$ cat src/rtl/adc_sample_conditioner_if.sv
// Bundles the ADC beat input, the control strobes and the outgoing sample
// stream of the ADC sample conditioner. The conditioner uses the slave
// modport; whatever feeds it and drains it uses the master modport.
interface adc_sample_conditioner_if #(
    parameter int OUT_W           = 16,
    parameter int FIFO_DEPTH_LOG2 = 2
);
    logic                       adc_response_valid;
    logic [4:0]                 adc_response_channel;
    logic [11:0]                adc_response_data;
    logic                       enable;
    logic                       sample_valid;
    logic [OUT_W-1:0]           sample_data;
    logic                       sample_ready;
    logic [FIFO_DEPTH_LOG2:0]   fifo_level;
    logic                       overflow;
    logic                       overflow_clr;

    modport master (
        output adc_response_valid,
        output adc_response_channel,
        output adc_response_data,
        output enable,
        output sample_ready,
        output overflow_clr,
        input  sample_valid,
        input  sample_data,
        input  fifo_level,
        input  overflow
    );

    modport slave (
        input  adc_response_valid,
        input  adc_response_channel,
        input  adc_response_data,
        input  enable,
        input  sample_ready,
        input  overflow_clr,
        output sample_valid,
        output sample_data,
        output fifo_level,
        output overflow
    );
endinterface

$ cat src/rtl/adc_sample_conditioner.sv
// ADC sample conditioner: picks one channel out of the ADC response stream,
// converts offset-binary codes to two's complement, block-averages
// 2**DECIM_LOG2 samples (floor rounding) and queues the left-justified
// results in a small FIFO drained with a valid/ready handshake.
module adc_sample_conditioner #(
    parameter int CHANNEL         = 1,
    parameter int DECIM_LOG2      = 2,
    parameter int FIFO_DEPTH_LOG2 = 2,
    parameter int OUT_W           = 16
) (
    input  logic                  clk_clk,
    input  logic                  reset_reset,
    adc_sample_conditioner_if.slave bus
);

    localparam int DEPTH = 1 << FIFO_DEPTH_LOG2;
    localparam int ACC_W = 12 + DECIM_LOG2;
    // A zero-width counter is not legal, so D=0 keeps a 1-bit counter that
    // never leaves zero (every beat is then the last beat of its block).
    localparam int CNT_W = (DECIM_LOG2 > 0) ? DECIM_LOG2 : 1;
    localparam int PTR_W = (FIFO_DEPTH_LOG2 > 0) ? FIFO_DEPTH_LOG2 : 1;
    localparam logic [CNT_W-1:0]           CNT_LAST   = CNT_W'((1 << DECIM_LOG2) - 1);
    localparam logic [FIFO_DEPTH_LOG2:0]   LEVEL_FULL = (FIFO_DEPTH_LOG2 + 1)'(DEPTH);

    // Averaging datapath
    logic                     beat_accept;
    logic signed [11:0]       beat_sample;
    logic signed [ACC_W-1:0]  acc_reg;
    logic signed [ACC_W-1:0]  acc_sum;
    logic signed [ACC_W-1:0]  acc_shift;
    logic [CNT_W-1:0]         cnt_reg;
    logic                     block_done;
    logic signed [11:0]       block_result;
    logic [OUT_W-1:0]         push_word;

    // FIFO
    logic [OUT_W-1:0]         mem [DEPTH];
    logic [PTR_W-1:0]         wr_ptr_reg;
    logic [PTR_W-1:0]         rd_ptr_reg;
    logic [FIFO_DEPTH_LOG2:0] level_reg;
    logic [FIFO_DEPTH_LOG2:0] level_next;
    logic                     overflow_reg;
    logic                     push_req;
    logic                     push_ok;
    logic                     pop;
    logic                     fifo_full;
    logic                     overflow_set;

    assign beat_accept  = bus.adc_response_valid && bus.enable &&
                          (bus.adc_response_channel == 5'(CHANNEL));
    // Flipping the MSB of an offset-binary code gives code - 2048.
    assign beat_sample  = {~bus.adc_response_data[11], bus.adc_response_data[10:0]};
    assign acc_sum      = acc_reg + ACC_W'(beat_sample);
    assign acc_shift    = acc_sum >>> DECIM_LOG2;
    assign block_result = acc_shift[11:0];
    assign block_done   = (cnt_reg == CNT_LAST);
    assign push_word    = OUT_W'($unsigned(block_result)) << (OUT_W - 12);

    assign push_req     = beat_accept && block_done;
    assign fifo_full    = (level_reg == LEVEL_FULL);
    assign pop          = bus.sample_valid && bus.sample_ready;
    // A full FIFO still takes a push when the head leaves on the same edge.
    assign push_ok      = push_req && (!fifo_full || pop);
    assign overflow_set = push_req && fifo_full && !pop;

    // Accumulate accepted beats; a disabled cycle throws away the partial block
    always_ff @(posedge clk_clk or posedge reset_reset) begin
        if (reset_reset) begin
            acc_reg <= '0;
            cnt_reg <= '0;
        end else if (!bus.enable) begin
            acc_reg <= '0;
            cnt_reg <= '0;
        end else if (beat_accept) begin
            if (block_done) begin
                acc_reg <= '0;
                cnt_reg <= '0;
            end else begin
                acc_reg <= acc_sum;
                cnt_reg <= cnt_reg + CNT_W'(1);
            end
        end
    end

    // Occupancy after this cycle's push/pop
    always_comb begin
        level_next = level_reg;
        case ({push_ok, pop})
            2'b10:   level_next = level_reg + 1'b1;
            2'b01:   level_next = level_reg - 1'b1;
            default: level_next = level_reg;
        endcase
    end

    // FIFO pointers, occupancy and sticky overflow flag
    always_ff @(posedge clk_clk or posedge reset_reset) begin
        if (reset_reset) begin
            wr_ptr_reg   <= '0;
            rd_ptr_reg   <= '0;
            level_reg    <= '0;
            overflow_reg <= 1'b0;
        end else begin
            if (push_ok) begin
                wr_ptr_reg <= wr_ptr_reg + PTR_W'(1);
            end
            if (pop) begin
                rd_ptr_reg <= rd_ptr_reg + PTR_W'(1);
            end
            level_reg <= level_next;
            if (overflow_set) begin
                overflow_reg <= 1'b1;
            end else if (bus.overflow_clr) begin
                overflow_reg <= 1'b0;
            end
        end
    end

    // Sample storage; contents need no reset because level gates every read
    always_ff @(posedge clk_clk) begin
        if (push_ok) begin
            mem[wr_ptr_reg] <= push_word;
        end
    end

    assign bus.sample_valid = (level_reg != '0);
    assign bus.sample_data  = (level_reg != '0) ? mem[rd_ptr_reg] : '0;
    assign bus.fifo_level   = level_reg;
    assign bus.overflow     = overflow_reg;

endmodule

$ cat src/flat_wrapper.sv
// flat-port wrapper written by rule: the top's interface ports become plain ports
module adc_sample_conditioner_flat 
#(
    parameter int CHANNEL         = 1,
    parameter int DECIM_LOG2      = 2,
    parameter int FIFO_DEPTH_LOG2 = 2,
    parameter int OUT_W           = 16
)
  (clk_clk, reset_reset, bus_adc_response_valid, bus_adc_response_channel, bus_adc_response_data, bus_enable, bus_sample_ready, bus_overflow_clr, bus_sample_valid, bus_sample_data, bus_fifo_level, bus_overflow);
  adc_sample_conditioner_if #(.OUT_W(OUT_W), .FIFO_DEPTH_LOG2(FIFO_DEPTH_LOG2)) bus_i ();
  input  logic clk_clk;
  input  logic reset_reset;
  input wire logic [$bits(bus_i.adc_response_valid)-1:0] bus_adc_response_valid;
  input wire logic [$bits(bus_i.adc_response_channel)-1:0] bus_adc_response_channel;
  input wire logic [$bits(bus_i.adc_response_data)-1:0] bus_adc_response_data;
  input wire logic [$bits(bus_i.enable)-1:0] bus_enable;
  input wire logic [$bits(bus_i.sample_ready)-1:0] bus_sample_ready;
  input wire logic [$bits(bus_i.overflow_clr)-1:0] bus_overflow_clr;
  output wire logic [$bits(bus_i.sample_valid)-1:0] bus_sample_valid;
  output wire logic [$bits(bus_i.sample_data)-1:0] bus_sample_data;
  output wire logic [$bits(bus_i.fifo_level)-1:0] bus_fifo_level;
  output wire logic [$bits(bus_i.overflow)-1:0] bus_overflow;
  assign bus_i.adc_response_valid = bus_adc_response_valid;
  assign bus_i.adc_response_channel = bus_adc_response_channel;
  assign bus_i.adc_response_data = bus_adc_response_data;
  assign bus_i.enable = bus_enable;
  assign bus_i.sample_ready = bus_sample_ready;
  assign bus_i.overflow_clr = bus_overflow_clr;
  assign bus_sample_valid = bus_i.sample_valid;
  assign bus_sample_data = bus_i.sample_data;
  assign bus_fifo_level = bus_i.fifo_level;
  assign bus_overflow = bus_i.overflow;
  adc_sample_conditioner #(.CHANNEL(CHANNEL), .DECIM_LOG2(DECIM_LOG2), .FIFO_DEPTH_LOG2(FIFO_DEPTH_LOG2), .OUT_W(OUT_W)) u_core (.clk_clk(clk_clk), .reset_reset(reset_reset), .bus(bus_i));
endmodule
$ cat config.mk
export PLATFORM = sky130hd
export DESIGN_NAME = adc_sample_conditioner_flat
export DESIGN_NICKNAME = d
export VERILOG_FILES = /design/src/rtl/adc_sample_conditioner_if.sv /design/src/rtl/adc_sample_conditioner.sv /design/src/flat_wrapper.sv
export SDC_FILE = /design/constraint.sdc
export NUM_CORES = 1
export LEC_CHECK = 0
export CORE_UTILIZATION = 46
export DETAILED_ROUTE_END_ITERATION = 12
export PLACE_DENSITY = 0.68
export SLEW_MARGIN = 0
export SYNTH_ARGS = -nofsm -noshare
export SYNTH_HDL_FRONTEND = slang
export SYNTH_SLANG_ARGS = --single-unit
export TNS_END_PERCENT = 1
$ cat constraint.sdc
create_clock -name clk_clk -period 3 [get_ports clk_clk]
set_clock_uncertainty 0.2 [all_clocks]
set_input_delay 0.45 -clock clk_clk [delete_from_list [all_inputs] [get_ports clk_clk]]
set_output_delay 0.45 -clock clk_clk [all_outputs]
set_load 0.005 [all_outputs]
==> results of run 1 <==
==> per-layer routing <==
layer	routed length [um]	up-vias
li1	-	1125
met1	3064	1126
met2	3192	44
met3	213	11
met4	102	0
met5	0	-
==> cell families after synthesis <==
| logic type | count (synthesis) | synth area share (%) |
|---|---|---|
| buffers and inverters | 27 | 3.260 |
| AND/OR/NAND/NOR | 62 | 9.986 |
| XOR/XNOR | 18 | 4.324 |
| flip-flops | 72 | 56.01 |
| adder cells (fa/ha/maj) | 21 | 7.618 |
| AO/OA/AOI/OAI | 51 | 10.43 |
| other | 1 | 0.1029 |
| multiplexers | 15 | 8.270 |
==> Yosys cell counts, types with 2 or more instances <==
| cell | instances | area [um^2] |
|---|---|---|
| a21o_1 | 6 | 45.04 |
| a21oi_1 | 8 | 40.04 |
| a22o_1 | 12 | 105.1 |
| a31oi_1 | 3 | 18.77 |
| and2_1 | 19 | 118.9 |
| buf_1 | 2 | 7.510 |
| buf_2 | 2 | 10.01 |
| buf_4 | 4 | 30.03 |
| clkbuf_1 | 5 | 18.77 |
| dfrtp_1 | 24 | 600.6 |
| edfxtp_1 | 48 | 1441 |
| fa_1 | 2 | 40.04 |
| ha_1 | 19 | 237.7 |
| inv_1 | 14 | 52.55 |
| mux2i_1 | 2 | 20.02 |
| mux4_2 | 12 | 270.3 |
| nand2_1 | 11 | 41.29 |
| nand2b_1 | 4 | 25.02 |
| nand3_1 | 5 | 25.02 |
| nor2_1 | 4 | 15.01 |
| nor2b_1 | 3 | 18.77 |
| nor3_1 | 3 | 15.01 |
| nor4_1 | 4 | 25.02 |
| o211ai_1 | 3 | 22.52 |
| o21ai_0 | 2 | 10.01 |
| o21ai_1 | 2 | 10.01 |
| o22ai_1 | 2 | 12.51 |
| o31a_1 | 2 | 17.52 |
| xnor2_1 | 13 | 113.9 |
| xor2_1 | 5 | 43.79 |
==> where the power goes <==
group	internal (W)	switching [W]	total, W
Sequential	0.00110	0.0000615	0.00116
Combinational	0.000525	0.000277	0.000801
Clock	0.000375	0.000347	0.000722
==> critical path: cells and delay by family <==
kind                     cells  cell delay, ns
AND/OR/NAND/NOR              2            0.44
buffers and inverters        1            0.45
XOR/XNOR                     1            0.21
AO/OA/AOI/OAI                3            0.85
adder cells (fa/ha/maj)      1            0.34
==> cell type report <==
cell class                 instances  area [um^2]
clock inverter                     7        62.56
timing repair buffer              63        570.5
sequential                        72         2042
inverter                          14        52.55
tap                              102        127.6
clock buffer                       9        123.9
multi-input combinational        171         1496
fill                             655         3212
==> stage by stage <==
| step | instances | setup TNS (ns) | utilization (%) | hold slack [ns] | instance area [um^2] |
|---|---|---|---|---|---|
| 6_report | 438 | 0 | 58.22 | 0.2582 | 4476 |
| 5_1_grt | 438 | 0 | 58.22 | 0.2897 | 4476 |
| 4_1_cts | 438 | 0 | 58.22 | 0.2654 | 4476 |
| 3_5_place_dp | 422 | -1.125 | 55.79 | 0.2904 | 4289 |
| 3_3_place_gp | 422 | -0.3293 | 55.79 | 0.2835 | 4289 |
| 2_1_floorplan | 270 | 0 | - | 0.2646 | 3657 |
==> how the worst min path moves through the flow <==
stage | from | end | slack [ns] | cells past startpoint
6_report | reset_reset | u_core.bus.overflow | 0.26 | 3
5_1_grt | reset_reset | u_core.acc_reg[13] | 0.29 | 3
4_1_cts | reset_reset | u_core.acc_reg[13] | 0.27 | 3
3_5_place_dp | u_core.acc_reg[9] | u_core.acc_reg[9] | 0.29 | 1
3_3_place_gp | u_core.acc_reg[9] | u_core.acc_reg[9] | 0.28 | 1
2_1_floorplan | reset_reset | u_core.acc_reg[0] | 0.26 | 1
==> metrics, run 1 <==
status=completed; first-pass GRT wire length=11.01 mm; Initial Util=47.43%; RSZ-0062 raised after global routing=no; gr usage total=17.43%; # port buffers=39; Post-synth ARST share=33.33%; CP Class=input pin to flip-flop; clock root cell=clkbuf_8; Worst Setup SP=bus_adc_response_data[4]; total power=0.002686 W; worst-margin pin slew=0.6846 ns; Critical Path RT=2.92 ns; busiest grt layer=met2; die area=8286 um^2; hold buffer count at CTS=0; DP HPWL=4.765 mm; Reg2Reg Setup Slack=0.39 ns; crit path DAT=2.73 ns; vias post-DR=2306; cell row count=32; Final Cycle Share=93.59%; drt via density=5.265; drt pass-1 iters=4; Netlist Area Pre-Place=3646 um^2; commonest non-fill, non-tap cells in the layout=48 x edfxtp_1, 39 x clkdlybuf4s50_1, 24 x buf_4, 24 x dfrtp_1; Startpoint Class=input pin; PwrDens=600.2 nW/um^2; TritonCTS buffer count=9; Hold Vio Cnt, Final=0; Max VDD drop=0.2301 mV; nets=375; Critical Path Max Stage Delay=0.45 ns; max_slew headroom=54.36%; CTS tree=built; R2R depth=7; sequential area share after synthesis=56.01%; clk sinks=72; P_leak=1.822 nW; WL/cell=15.00 um; fin crit period=2.808 ns; # resized after CTS=0; Post CTS Setup Buffer Count=0; Slowest cell on crit path=clkdlybuf4s50_1; max FFs per register=48; Die Y=91.03 um; Hold Crit Class=input pin to asynchronous set/reset pin; FF-to-FF End=u_core.mem[3][9]; endpoint type of the worst setup path=flip-flop; met2 usage=28.35%; initial DRC count=117; r2r startpoint=u_core.acc_reg[4]; H-Tree Depth=3; vias in the first global route=2266; worst setup path endpoint=u_core.mem[3][9]; post-detailed-route count of antenna-violating nets=0; post-synthesis cell count=267; ANT cells=0; GRT overflow=0; setup ws final=0.1924 ns; M1 GR Usage=22.87%; pre-CTS setup slack=-0.1316 ns; Worst-path clk slew=0.07 ns; most common cell after layout, fill and taps aside=edfxtp_1; Max Cap Violations=0; Yosys cell types=52; core area=7687 um^2; Top FF cell, synth=edfxtp_1; Horiz. Die Dim=91.03 um; gp weighted congestion=0.8466; drt drc=0; latest clock arrival within the worst-skew pair=0.34 ns; share of layout cells above drive strength 1=16.37%; Yosys Warn Count=0; EDFF count, synth=48; fmax=356.2 MHz; pins over their slew limit=0; IO Pins=44; Max Root-Sink Buffers=2; antenna violations before repair=0; drt total wl=6.572 mm; FF+latch count, synth=72; met3 global-route usage=2.848%; Synth Area per Inst=13.66 um^2; CP cell instances=clkdlybuf4s50_1 > ha_1 > and2_4 > a221o_1 > or2_4 > a311o_1 > a21oi_2 > xnor2_1; crit-path max FO=4; final setup fails=0; Area Overhead vs Synth=22.75%; pin count of the biggest net entering global routing=25
(Power assumes the default switching activity.)
==> run 2, diff against run 1 <==
- CORE_MARGIN: unset -> 4
==> run 2 against run 1 <==
  * Register-to-register slack gained 0.03 ns
  * Die area grew 14%
  * Core utilization is essentially flat
  * Clock power grew 8.0%
  * Fmax grew 1.4%
  * Total power grew 2.5%
  * Critical endpoint is now u_core.mem[1][9]
==> metrics, run 2 (synthesis gave the netlist of run 1 again) <==
status=completed; IO Pins=44; final setup fails=0; P_leak=1.838 nW; max FFs per register=48; Post-Layout Cell Count=438; post-detailed-route count of antenna-violating nets=0; Hold WS=0.2662 ns; Seq pwr share=42.3%; H-Tree Depth=3; cell row count=32; Horiz. Die Dim=97.03 um; initial DRC count=105; Startpoint Class=input pin; Layout fillers=617; Final Cycle Share=92.27%; Clk pwr share=28.3%; CTS tree=built; Area Overhead vs Synth=23.34%; drt total wl=6.653 mm; DP HPWL=4.791 mm; # port buffers=39; core area=7727 um^2; commonest non-fill, non-tap cells in the layout=48 x edfxtp_1, 39 x clkdlybuf4s50_1, 24 x buf_4, 24 x dfrtp_1; Post CTS Setup Buffer Count=0; Net Sw Frac=25.19%; PwrDens=612.1 nW/um^2; nets=375; drt pass-1 iters=4; most common cell after layout, fill and taps aside=edfxtp_1; TritonCTS buffer count=9; crit-path max FO=4; fmax=361.2 MHz; ANT cells=0; endpoint type of the worst setup path=flip-flop; crit path DAT=2.69 ns; WL/cell=15.19 um; max_slew headroom=61.23%; die area=9415 um^2; Max Cap Violations=0; vias post-DR=2252; switching pwr=0.0006932 W; fin crit period=2.768 ns; Hold Crit Class=input pin to asynchronous set/reset pin; pins over their slew limit=0; clk sinks=72; GRT overflow=0; Die Y=97.03 um; Slowest cell on crit path=clkdlybuf4s50_1; # resized after CTS=0; drt drc=0; drt via density=5.142; pin count of the biggest net entering global routing=25; Initial Util=47.18%; hold buffer count at CTS=0; CP cell instances=clkdlybuf4s50_1 > ha_1 > and2_4 > a221o_1 > or2_4 > a311o_1 > a21oi_2 > xnor2_1; share of layout cells above drive strength 1=16.96%; Critical Path RT=2.92 ns; Hold Vio Cnt, Final=0; first-pass GRT wire length=11.08 mm; Worst-path clk slew=0.07 ns; vias in the first global route=2285; gp weighted congestion=0.8102; latest clock arrival within the worst-skew pair=0.33 ns; CP Class=input pin to flip-flop; RSZ-0062 raised after global routing=no; placed cells=422; worst-margin pin slew=0.5815 ns; Comb power frac=29.3%; gr usage total=15.00%; Critical Path Max Stage Delay=0.42 ns; Max VDD drop=0.1933 mV; clock root cell=clkbuf_8; internal power=0.002059 W; Max Root-Sink Buffers=2; antenna violations before repair=0
-- run 2: per-stage QoR --
step           worst slack (ns)  power, W  TNS [ns]  area (um^2)  utilization, %
5_1_grt                 0.08610  0.002909         0         4497           58.19
2_1_floorplan            0.3870  0.001625         0         3657               -
3_3_place_gp           -0.08480  0.002002   -0.3961         4289           55.51
6_report                 0.2318  0.002752         0         4497           58.19
3_5_place_dp            -0.1192  0.002012   -0.8051         4289           55.51
4_1_cts                  0.2306  0.002796         0         4497           58.19
-- run 2: layout make-up --
type	instances	area [um^2]	area share, %
Clock buffer	12	155.1	3.450
Clock inverter	4	52.55	1.169
Inverter	14	52.55	1.169
Multi-Input combinational cell	171	1496	33.28
Sequential cell	72	2042	45.41
Tap cell	102	127.6	2.838
Timing Repair Buffer	63	570.5	12.69
-- run 2: final timing paths --
check	from	to	slack, ns	cells past startpoint
worst max-delay path	bus_adc_response_data[4]	u_core.mem[1][9]	0.23	8
worst min-delay path	reset_reset	u_core.acc_reg[0]	0.27	3
worst max register to register	u_core.acc_reg[4]	u_core.mem[1][9]	0.42	7
worst min register to register	u_core.acc_reg[2]	u_core.acc_reg[2]	0.32	1
max in group asynchronous	reset_reset	u_core.acc_reg[4]	2.07	3
min in group clk_clk	u_core.acc_reg[2]	u_core.acc_reg[2]	0.32	1
-- run 2: worst max-delay path, delay by kind of cell --
kind	cells	cell delay, ns
adders and majority gates	1	0.33
buffers and inverters	1	0.42
AOI/OAI and AO/OA	3	0.86
and+or+nand+nor	2	0.45
xor gates and xnor gates	1	0.19
-- run 2: per-layer routing --
metal | wire length [um] | track usage (%)
met3 | 250 | 2.596
met2 | 3280 | 25.64
met5 | 0 | 0
met1 | 3047 | 19.14
met4 | 74 | 5.508
-- run 2: power groups by stage --
stage | Combinational [W] | Clock (W) | Sequential [W]
floorplan | 0.000473 | 0 | 0.00115
detailed placement | 0.000823 | 0 | 0.00119
global route | 0.000885 | 0.000849 | 0.00117
finish | 0.000807 | 0.000780 | 0.00116
CTS | 0.000825 | 0.000802 | 0.00117
global placement | 0.000814 | 0 | 0.00119
==> run 3, diff against run 2 <==
- GPL_TIMING_DRIVEN: unset -> 0
==> run 3 against run 2 <==
  * Global-route usage decreased by 0.20 points
  * Cell count decreased by 2.7%
  * Design area down 1.7%
  * Critical path depth did not move
  * Highest routed layer unchanged
  * Sequential cell count unchanged
  * Register-to-register slack got worse by 0.17 ns
  * Combinational power rose by 2%
  * Largest power group unchanged
  * Via count shrank 1.4%
==> metrics, run 3 (synthesis gave the netlist of run 1 again) <==
commonest non-fill, non-tap cells in the layout=48 x edfxtp_1, 39 x clkdlybuf4s50_1, 23 x dfrtp_1; first-pass GRT wire length=10.90 mm; ANT cells=0; Buffers & Inverters on Critical Path=1; Post CTS Setup Buffer Count=0; vias in the first global route=2223; initial DRC count=87; switching pwr=0.0007276 W; gr usage total=14.80%; TritonCTS buffer count=9; nets=363; Hold Vio Cnt, Final=0; Net Sw Frac=25.77%; pins over their slew limit=0; Critical Path Max Stage Delay=0.42 ns; drt drc=0; Max Root-Sink Buffers=2; DP HPWL=4.817 mm; die area=9415 um^2; Worst-path clk slew=0.08 ns; # port buffers=39; clk sinks=72; Max VDD drop=0.2461 mV; drt pass-1 iters=5; RSZ-0062 raised after global routing=no; P_leak=1.767 nW; Worst Setup SP=bus_adc_response_data[4]; Comb power frac=29.1%; CP delay by family, top=compound AO/OA/AOI/OAI gates; max FFs per register=48; Critical Path RT=2.93 ns; HP Start=u_core.bus.fifo_level[2]; fmax=351.4 MHz; pin count of the biggest net entering global routing=25; Hold Crit Class=flip-flop to flip-flop; final setup fails=0; R2R depth=10; H-Tree Depth=3; crit path DAT=2.77 ns; Layout fillers=613; hold buffer count at CTS=0; drt total wl=6.656 mm; drt via density=5.214; worst setup path endpoint=u_core.mem[3][9]; status=completed; Hold WS=0.3108 ns; clock root cell=clkbuf_8; Horiz. Die Dim=97.03 um; CTS tree=built; crit-path max FO=4; cell row count=32; r2r startpoint=u_core.bus.fifo_level[0]; Initial Util=47.18%; core area=7727 um^2; GRT overflow=0; Slowest cell on crit path=clkdlybuf4s50_1; antenna violations before repair=0; share of layout cells above drive strength 1=13.27%; endpoint type of the worst setup path=flip-flop; CP cell instances=clkdlybuf4s50_1 > ha_1 > and2_4 > a221o_1 > or2_4 > a311o_1 > a21oi_2 > xnor2_1; Max Cap Violations=0; IO Pins=44; FF-to-FF End=u_core.bus.fifo_level[2]; Die Y=97.03 um; Seq pwr share=40.9%; vias post-DR=2221; latest clock arrival within the worst-skew pair=0.34 ns; Reg2Reg Setup Slack=0.25 ns; max_slew headroom=34.10%; Clk pwr share=30.0%; CP Class=input pin to flip-flop; Final Cycle Share=94.85%; total power=0.002823 W; PwrDens=638.9 nW/um^2; CP Depth=8; WL/cell=15.62 um; fin crit period=2.846 ns; worst-margin pin slew=0.9874 ns; Area Overhead vs Synth=21.21%; gp weighted congestion=0.8241; most common cell after layout, fill and taps aside=edfxtp_1; Startpoint Class=input pin; post-detailed-route count of antenna-violating nets=0; internal power=0.002096 W
-- run 3: power groups by stage --
stage / registers [W] / logic, W / clock network, W
final: 0.00116 / 0.000821 / 0.000846
after CTS: 0.00115 / 0.000833 / 0.000858
after global routing: 0.00117 / 0.000892 / 0.000909
after detailed placement: 0.00116 / 0.000846 / 0
after floorplan: 0.00115 / 0.000473 / 0
after global placement: 0.00116 / 0.000834 / 0
-- run 3: cell type report --
| cell class | instances | area [um^2] | share of cell area, % |
|---|---|---|---|
| clock buffers | 10 | 127.6 | 2.888 |
| clock inverters | 6 | 92.59 | 2.095 |
| repair buffers | 39 | 390.4 | 8.834 |
| multi-input cells | 171 | 1519 | 34.37 |
| flip-flops and latches | 72 | 2043 | 46.23 |
| plain buffers | 12 | 66.31 | 1.501 |
| inverters | 14 | 52.55 | 1.189 |
| well taps | 102 | 127.6 | 2.888 |
-- run 3: metrics by stage --
| step | worst slack (ns) | util (%) | instances | TNS [ns] | instance area (um^2) |
|---|---|---|---|---|---|
| 2_1_floorplan | 0.3870 | - | 270 | 0 | 3657 |
| 3_3_place_gp | -0.2224 | 54.03 | 411 | -13.45 | 4175 |
| 3_5_place_dp | -0.2849 | 54.03 | 411 | -14.73 | 4175 |
| 4_1_cts | 0.03650 | 56.87 | 426 | 0 | 4394 |
| 5_1_grt | 0.002320 | 57.19 | 426 | 0 | 4419 |
| 6_report | 0.1544 | 57.19 | 426 | 0 | 4419 |
-- run 3: metal layers --
layer	up-vias	track usage [%]	wire, um
met2	49	23.99	3146
met5	-	0	0
met1	1063	19.60	3143
met4	0	4.860	83
met3	8	3.605	282
li1	1101	-	-
-- run 3: how the worst min path moves through the flow --
stage | to | slack [ns] | cells after the start
2_1_floorplan | u_core.acc_reg[0] | 0.26 | 1
3_3_place_gp | u_core.acc_reg[9] | 0.28 | 1
3_5_place_dp | u_core.bus.fifo_level[2] | 0.29 | 1
4_1_cts | u_core.bus.fifo_level[2] | 0.31 | 1
5_1_grt | u_core.acc_reg[2] | 0.33 | 1
6_report | u_core.bus.fifo_level[2] | 0.31 | 1
-- run 3: worst register-to-register path: stages (launching register included) --
cell      delay [ns]
dfrtp_1         0.43
or4b_1          0.59
nor2b_1         0.16
clkbuf_1        0.18
inv_1           0.09
ha_1            0.17
inv_1           0.06
fa_1            0.38
xor2_1          0.15
nor2_1          0.13
xor2_1          0.15
-- run 3: what timing repair did --
action	CTS	global route
hold endpoints to repair	0	0
pin swaps	0	1
gates resized for setup	1	5
endpoints found under the setup margin	8	42
